$ cat config.mk
export PLATFORM = sky130hd
export DESIGN_NAME = rambus_apb_initiator_flat
export DESIGN_NICKNAME = d
export VERILOG_FILES = /design/src/rtl/rambus_apb_initiator_if.sv /design/src/rtl/rambus_apb_initiator.sv /design/src/flat_wrapper.sv
export SDC_FILE = /design/constraint.sdc
export NUM_CORES = 1
export LEC_CHECK = 0
export BUFFER_PORTS_ARGS = -buffer_cell sky130_fd_sc_hd__buf_2
export CORE_MARGIN = 2
export CORE_UTILIZATION = 40
export DETAILED_ROUTE_END_ITERATION = 12
export PLACE_DENSITY = 0.69
export RECOVER_POWER = 25
export SLEW_MARGIN = 20
export SYNTH_ARGS = -nofsm -noshare
export SYNTH_HDL_FRONTEND = slang
export SYNTH_SLANG_ARGS = --single-unit
$ cat constraint.sdc
create_clock -name clk -period 3.8 [get_ports clk]
set_input_delay 0 -clock clk [delete_from_list [all_inputs] [get_ports clk]]
set_output_delay 0 -clock clk [all_outputs]
set_load 0.02 [all_outputs]
$ cat src/rtl/rambus_apb_initiator_if.sv
// rambus_apb_initiator_if: command/response stream and APB3 bus bundle for the RamBus initiator.
interface rambus_apb_initiator_if #(
    parameter int ADDR_WIDTH = 14,
    parameter int DATA_WIDTH = 32
);
    logic                  CmdValid;
    logic                  CmdReady;
    logic                  CmdWrite;
    logic [ADDR_WIDTH-1:0] CmdAddress;
    logic [DATA_WIDTH-1:0] CmdData;
    logic                  RspValid;
    logic                  RspReady;
    logic [DATA_WIDTH-1:0] RspData;
    logic                  RspError;
    logic                  PSEL;
    logic                  PENABLE;
    logic                  PWRITE;
    logic [ADDR_WIDTH-1:0] PADDR;
    logic [DATA_WIDTH-1:0] PWDATA;
    logic [DATA_WIDTH-1:0] PRDATA;
    logic                  PREADY;
    logic                  PSLVERR;

    // Initiator view: consumes commands, produces responses, drives the APB bus.
    modport master (
        input  CmdValid, CmdWrite, CmdAddress, CmdData, RspReady, PRDATA, PREADY, PSLVERR,
        output CmdReady, RspValid, RspData, RspError, PSEL, PENABLE, PWRITE, PADDR, PWDATA
    );

    // Environment view: command source, response sink and APB completer.
    modport slave (
        output CmdValid, CmdWrite, CmdAddress, CmdData, RspReady, PRDATA, PREADY, PSLVERR,
        input  CmdReady, RspValid, RspData, RspError, PSEL, PENABLE, PWRITE, PADDR, PWDATA
    );
endinterface

$ cat src/rtl/rambus_apb_initiator.sv
// rambus_apb_initiator: APB3 initiator driving the DMMainPorts RamBus from a command/response stream.
// Optional ACCESS wait timeout is built in when RAMBUS_INIT_TIMEOUT_EN is defined.
module rambus_apb_initiator #(
    parameter int ADDR_WIDTH     = 14,
    parameter int DATA_WIDTH     = 32,
    parameter int TIMEOUT_CYCLES = 255
) (
    input logic                   clk,
    input logic                   nReset,
    rambus_apb_initiator_if.master bus
);
    typedef enum logic [1:0] {IDLE, SETUP, ACCESS, RESP} state_t;

    state_t                state;
    logic                  cmd_ready;
    logic                  rsp_valid;
    logic [DATA_WIDTH-1:0] rsp_data;
    logic                  rsp_error;
    logic                  psel;
    logic                  penable;
    logic                  pwrite;
    logic [ADDR_WIDTH-1:0] paddr;
    logic [DATA_WIDTH-1:0] pwdata;

    if (TIMEOUT_CYCLES < 1 || TIMEOUT_CYCLES > 65535) begin : g_bad_timeout
        $error("TIMEOUT_CYCLES must be within 1..65535");
    end

`ifdef RAMBUS_INIT_TIMEOUT_EN
    // Abort fires on the ACCESS cycle whose count would reach the limit.
    localparam logic [15:0] TIMEOUT_LAST = 16'(TIMEOUT_CYCLES - 1);
    logic [15:0] wait_cnt;
`endif

    assign bus.CmdReady = cmd_ready;
    assign bus.RspValid = rsp_valid;
    assign bus.RspData  = rsp_data;
    assign bus.RspError = rsp_error;
    assign bus.PSEL     = psel;
    assign bus.PENABLE  = penable;
    assign bus.PWRITE   = pwrite;
    assign bus.PADDR    = paddr;
    assign bus.PWDATA   = pwdata;

    // Transfer sequencer: IDLE -> SETUP -> ACCESS -> RESP, all outputs registered here.
    always_ff @(posedge clk or negedge nReset) begin
        if (!nReset) begin
            state     <= IDLE;
            cmd_ready <= 1'b1;
            rsp_valid <= 1'b0;
            rsp_data  <= '0;
            rsp_error <= 1'b0;
            psel      <= 1'b0;
            penable   <= 1'b0;
            pwrite    <= 1'b0;
            paddr     <= '0;
            pwdata    <= '0;
`ifdef RAMBUS_INIT_TIMEOUT_EN
            wait_cnt  <= '0;
`endif
        end else begin
            case (state)
                IDLE: begin
                    if (bus.CmdValid) begin
                        pwrite    <= bus.CmdWrite;
                        paddr     <= bus.CmdAddress;
                        pwdata    <= bus.CmdData;
                        psel      <= 1'b1;
                        cmd_ready <= 1'b0;
                        state     <= SETUP;
                    end
                end
                SETUP: begin
                    penable  <= 1'b1;
                    state    <= ACCESS;
`ifdef RAMBUS_INIT_TIMEOUT_EN
                    wait_cnt <= '0;
`endif
                end
                ACCESS: begin
                    if (bus.PREADY) begin
                        rsp_data  <= pwrite ? '0 : bus.PRDATA;
                        rsp_error <= bus.PSLVERR;
                        psel      <= 1'b0;
                        penable   <= 1'b0;
                        rsp_valid <= 1'b1;
                        state     <= RESP;
                    end
`ifdef RAMBUS_INIT_TIMEOUT_EN
                    else if (wait_cnt == TIMEOUT_LAST) begin
                        rsp_data  <= '0;
                        rsp_error <= 1'b1;
                        psel      <= 1'b0;
                        penable   <= 1'b0;
                        rsp_valid <= 1'b1;
                        state     <= RESP;
                    end else begin
                        wait_cnt  <= wait_cnt + 16'd1;
                    end
`endif
                end
                RESP: begin
                    if (bus.RspReady) begin
                        rsp_valid <= 1'b0;
                        cmd_ready <= 1'b1;
                        state     <= IDLE;
                    end
                end
                default: state <= IDLE;
            endcase
        end
    end
endmodule

$ cat src/flat_wrapper.sv
// flat-port wrapper written by rule: the top's interface ports become plain ports
module rambus_apb_initiator_flat 
#(
    parameter int ADDR_WIDTH     = 14,
    parameter int DATA_WIDTH     = 32,
    parameter int TIMEOUT_CYCLES = 255
)
  (clk, nReset, bus_CmdValid, bus_CmdWrite, bus_CmdAddress, bus_CmdData, bus_RspReady, bus_PRDATA, bus_PREADY, bus_PSLVERR, bus_CmdReady, bus_RspValid, bus_RspData, bus_RspError, bus_PSEL, bus_PENABLE, bus_PWRITE, bus_PADDR, bus_PWDATA);
  rambus_apb_initiator_if #(.ADDR_WIDTH(ADDR_WIDTH), .DATA_WIDTH(DATA_WIDTH)) bus_i ();
  input logic clk;
  input logic nReset;
  input wire logic [$bits(bus_i.CmdValid)-1:0] bus_CmdValid;
  input wire logic [$bits(bus_i.CmdWrite)-1:0] bus_CmdWrite;
  input wire logic [$bits(bus_i.CmdAddress)-1:0] bus_CmdAddress;
  input wire logic [$bits(bus_i.CmdData)-1:0] bus_CmdData;
  input wire logic [$bits(bus_i.RspReady)-1:0] bus_RspReady;
  input wire logic [$bits(bus_i.PRDATA)-1:0] bus_PRDATA;
  input wire logic [$bits(bus_i.PREADY)-1:0] bus_PREADY;
  input wire logic [$bits(bus_i.PSLVERR)-1:0] bus_PSLVERR;
  output wire logic [$bits(bus_i.CmdReady)-1:0] bus_CmdReady;
  output wire logic [$bits(bus_i.RspValid)-1:0] bus_RspValid;
  output wire logic [$bits(bus_i.RspData)-1:0] bus_RspData;
  output wire logic [$bits(bus_i.RspError)-1:0] bus_RspError;
  output wire logic [$bits(bus_i.PSEL)-1:0] bus_PSEL;
  output wire logic [$bits(bus_i.PENABLE)-1:0] bus_PENABLE;
  output wire logic [$bits(bus_i.PWRITE)-1:0] bus_PWRITE;
  output wire logic [$bits(bus_i.PADDR)-1:0] bus_PADDR;
  output wire logic [$bits(bus_i.PWDATA)-1:0] bus_PWDATA;
  assign bus_i.CmdValid = bus_CmdValid;
  assign bus_i.CmdWrite = bus_CmdWrite;
  assign bus_i.CmdAddress = bus_CmdAddress;
  assign bus_i.CmdData = bus_CmdData;
  assign bus_i.RspReady = bus_RspReady;
  assign bus_i.PRDATA = bus_PRDATA;
  assign bus_i.PREADY = bus_PREADY;
  assign bus_i.PSLVERR = bus_PSLVERR;
  assign bus_CmdReady = bus_i.CmdReady;
  assign bus_RspValid = bus_i.RspValid;
  assign bus_RspData = bus_i.RspData;
  assign bus_RspError = bus_i.RspError;
  assign bus_PSEL = bus_i.PSEL;
  assign bus_PENABLE = bus_i.PENABLE;
  assign bus_PWRITE = bus_i.PWRITE;
  assign bus_PADDR = bus_i.PADDR;
  assign bus_PWDATA = bus_i.PWDATA;
  rambus_apb_initiator #(.ADDR_WIDTH(ADDR_WIDTH), .DATA_WIDTH(DATA_WIDTH), .TIMEOUT_CYCLES(TIMEOUT_CYCLES)) u_core (.clk(clk), .nReset(nReset), .bus(bus_i));
endmodule
==> qor.yml <==
run_status:
  status: "finished, violations left"
  violations: "max-capacitance violations, max-slew violations"
synthesis:
  synth-seq-area-share: 0.6122
  syn_inst: 280
  synth-seq-cells: 86
  syn_area_per_cell_um2: 12.56
  ys.flop_type: "dfrtp_1"
  synth_top_area_share: 0.6048
  synthTopCellsByArea: "dfrtp_1 60%, mux2_2 15%, nand2b_1 5.9%"
  synth_top_area_cell: "dfrtp_1"
  async_flop_share: 1.000
  netlist_area_um2: 3517
  synth_cell_type_count: 24
  syn_nets: 372
  yosysWarnings: 0
  synth_edf_count: 0
final_layout:
  syn_to_final_growth_pct: 53.54
  nFillCells: 696
  n_antenna_cell: 0
  fin_cells: 639
  final_nets: 619
  multi_input_area_um2: 1262
  drive_above_1_share: 0.4049
  seqCellArea_um2: 2153
place:
  place_ws_ps: 1509
  placed_cells: 542
  io_buffers: 168
  dp_hpwl_um: 5211
  place_congestion: 0.7390
timing:
  max_freq_mhz: 406.1
  fin_worst_skew_ps: 10.65
  slew_headroom: -0.5298
  finalCritPeriodShare: 0.6481
  layout_setup_ws_ps: 1337
  tns_ps: 0
  tightest_slew_ps: 2295
  period_needed_ps: 2463
  finalHoldViolations: 0
  drv_slew: 45
  rsz0062_at_grt: "no"
  setup_viol: 0
  hold_ws_ps: 12.81
route:
  routed_via_density: 4.577
  drt_iter0_markers: 82
  ant_nets: 0
  firstDrtPassIters: 4
  wire_per_inst_um: 13.61
  vias: 2925
  post-route-drc-count: 0
  routed_wl_um: 8697
global_routing:
  grt_max_degree: 66
  grt.total_usage: 0.1900
  grt_pass1_vias: 3144
  antenna_found_initial: 0
  grt-ovfl-total: 0
  grt_pass1_wl_um: 14750
worst_setup_path:
  rrSetupSlack_ps: 1540
  crit_fanout: 44
  cp_data_required_time_ps: 4240
  worst-setup-path-type: "input port to async pin"
  worstSetupEndpointType: "async pin"
  r2r-start: "u_core.state[0]$_DFFE_PN0P_"
  r2r_cells: 4
  r2r-end: "u_core.bus.PWDATA[7]$_DFFE_PN0P_"
  start_kind: "input port"
  critPathArrivalTime_ps: 2910
clocking:
  root_buffer: "clkbuf_8"
  cts_buffers: 9
  clockBufferDepth: 2
  cts_resized: 0
  path_clk_slew_ps: 70
  cts_sinks: 86
  insertion_delay_ps: 340
  tritoncts: "done"
  cts_setup_buffers: 0
  hold_buffers: 82
  htreeDepth: 3
floorplanning:
  dieArea_um2: 9559
  fp.dieW_um: 97.77
  core_um2: 8636
  start_util: 0.4073
  fp.dieH_um: 97.77
  rows: 34
  ios: 169
pwr:
  power_frac_comb: 0.460
  p_sw_frac: 0.4039
  p_per_area_nw_per_um2: 772.0
  p_leak_nw: 2.610
  clkPwrFrac: 0.149
  internal-power_mw: 2.485
  power_switching_mw: 1.684
  irDropWorstVdd_mv: 0.4217
  pwr-share-seq: 0.392
  total_power_mw: 4.169
hold_path:
  whs_endpoint: "u_core.bus.CmdReady$_DFFE_PN1P_"
  min-delay-start: "bus_CmdValid"
  min_path_cells: 3
  hold_path_class: "input port to flop"
flow_run:
  max_cap_viol_count: 1
cells in the mapped netlist (2+ instances only):
library cell  number
dfrtp_1           85
buf_2              2
ha_1               7
inv_1              4
buf_6              3
o21ai_0           35
buf_1              2
a21oi_1            3
clkbuf_1           7
nand2b_1          33
nand2_1           34
mux2_2            48
nor2_1             3
mux2i_1            4
how the worst max path moves through the flow:
stage	startpoint	endpoint	slack, ps	cells past startpoint
floorplan	u_core.state[0]$_DFFE_PN0P_	u_core.bus.PWDATA[10]$_DFFE_PN0P_	2150	6
global placement	u_core.state[0]$_DFFE_PN0P_	u_core.bus.PWDATA[16]$_DFFE_PN0P_	1590	4
detailed placement	u_core.state[0]$_DFFE_PN0P_	u_core.bus.PWDATA[7]$_DFFE_PN0P_	1510	4
CTS	u_core.state[0]$_DFFE_PN0P_	u_core.bus.PWDATA[6]$_DFFE_PN0P_	1490	4
global route	nReset	u_core.bus.PWDATA[2]$_DFFE_PN0P_	790	3
finish	nReset	u_core.bus.PWDATA[2]$_DFFE_PN0P_	1340	3
layout by cell type, fill, tap and decap left out, types with 2 or more instances in the layout:
cell           netlist  final
mux2i_1              4      4
mux2_2              48     48
clkinv_2             0      2
a21oi_1              3      3
clkbuf_1             7     23
nand2_1             34     33
buf_2                2    146
inv_1                4      4
dlygate4sd3_1        0     82
nor2_1               3      3
o21ai_0             35     35
clkbuf_8             0     10
nand2b_1            33     33
ha_1                 7      7
dfrtp_1             85     85
critical path, cell delays in order:
cell and delay (ps):
dlygate4sd3_1 530, clkbuf_1 1630, buf_4 690
cells by family (layout without fill, tap and decap cells):
group	Yosys count	after routing	share of synthesized area
multiplexers	53	53	0.1683
AND/OR/NAND/NOR	73	73	0.1035
AO/OA/AOI/OAI	41	41	0.06154
flip-flops	86	86	0.6122
adder cells (fa/ha/maj)	7	7	0.02490
buffers and inverters	20	271	0.02953
metrics by stage:
stage                 util  area (um^2)
floorplan                -         3517
finish              0.6253         5400
global route        0.6253         5400
detailed placement  0.5119         4420
CTS                 0.6288         5430
global placement    0.5119         4420
power groups by stage:
stage          combinational, mW  clock, mW  sequential [mW]
6_report                    1.92      0.619             1.63
3_5_place_dp                1.89          0             1.64
2_1_floorplan              0.755          0             2.14
4_1_cts                     1.95      0.646             1.63
5_1_grt                     2.08      0.688             1.70
3_3_place_gp                1.85          0             1.63
layer usage:
metal	track usage	vias up	wire length (um)
met3	0.04295	13	488
met4	0.06197	0	142
met5	0	-	0
met1	0.2222	1379	3453
met2	0.3459	104	4613
li1	-	1429	-
flip-flops by register name, summed over array words and instances, names as in the netlist:
register             cells
u_core.bus.RspValid      1
u_core.bus.PENABLE       1
u_core.bus.RspData      32
u_core.bus.RspError      1
u_core.state             2
u_core.bus.PADDR        14
u_core.bus.PSEL          1
u_core.bus.CmdReady      1
u_core.bus.PWRITE        1
u_core.bus.PWDATA       32
final cells by class:
type | instances | share of cell area
Clock inverter | 4 | 0.008804
Multi-Input combinational cell | 174 | 0.2338
Clock buffer | 11 | 0.02618
Inverter | 5 | 0.003475
Timing Repair Buffer | 251 | 0.3040
Sequential cell | 86 | 0.3987
Tap cell | 108 | 0.02502
Note: power is estimated with default switching activity, not from simulation.
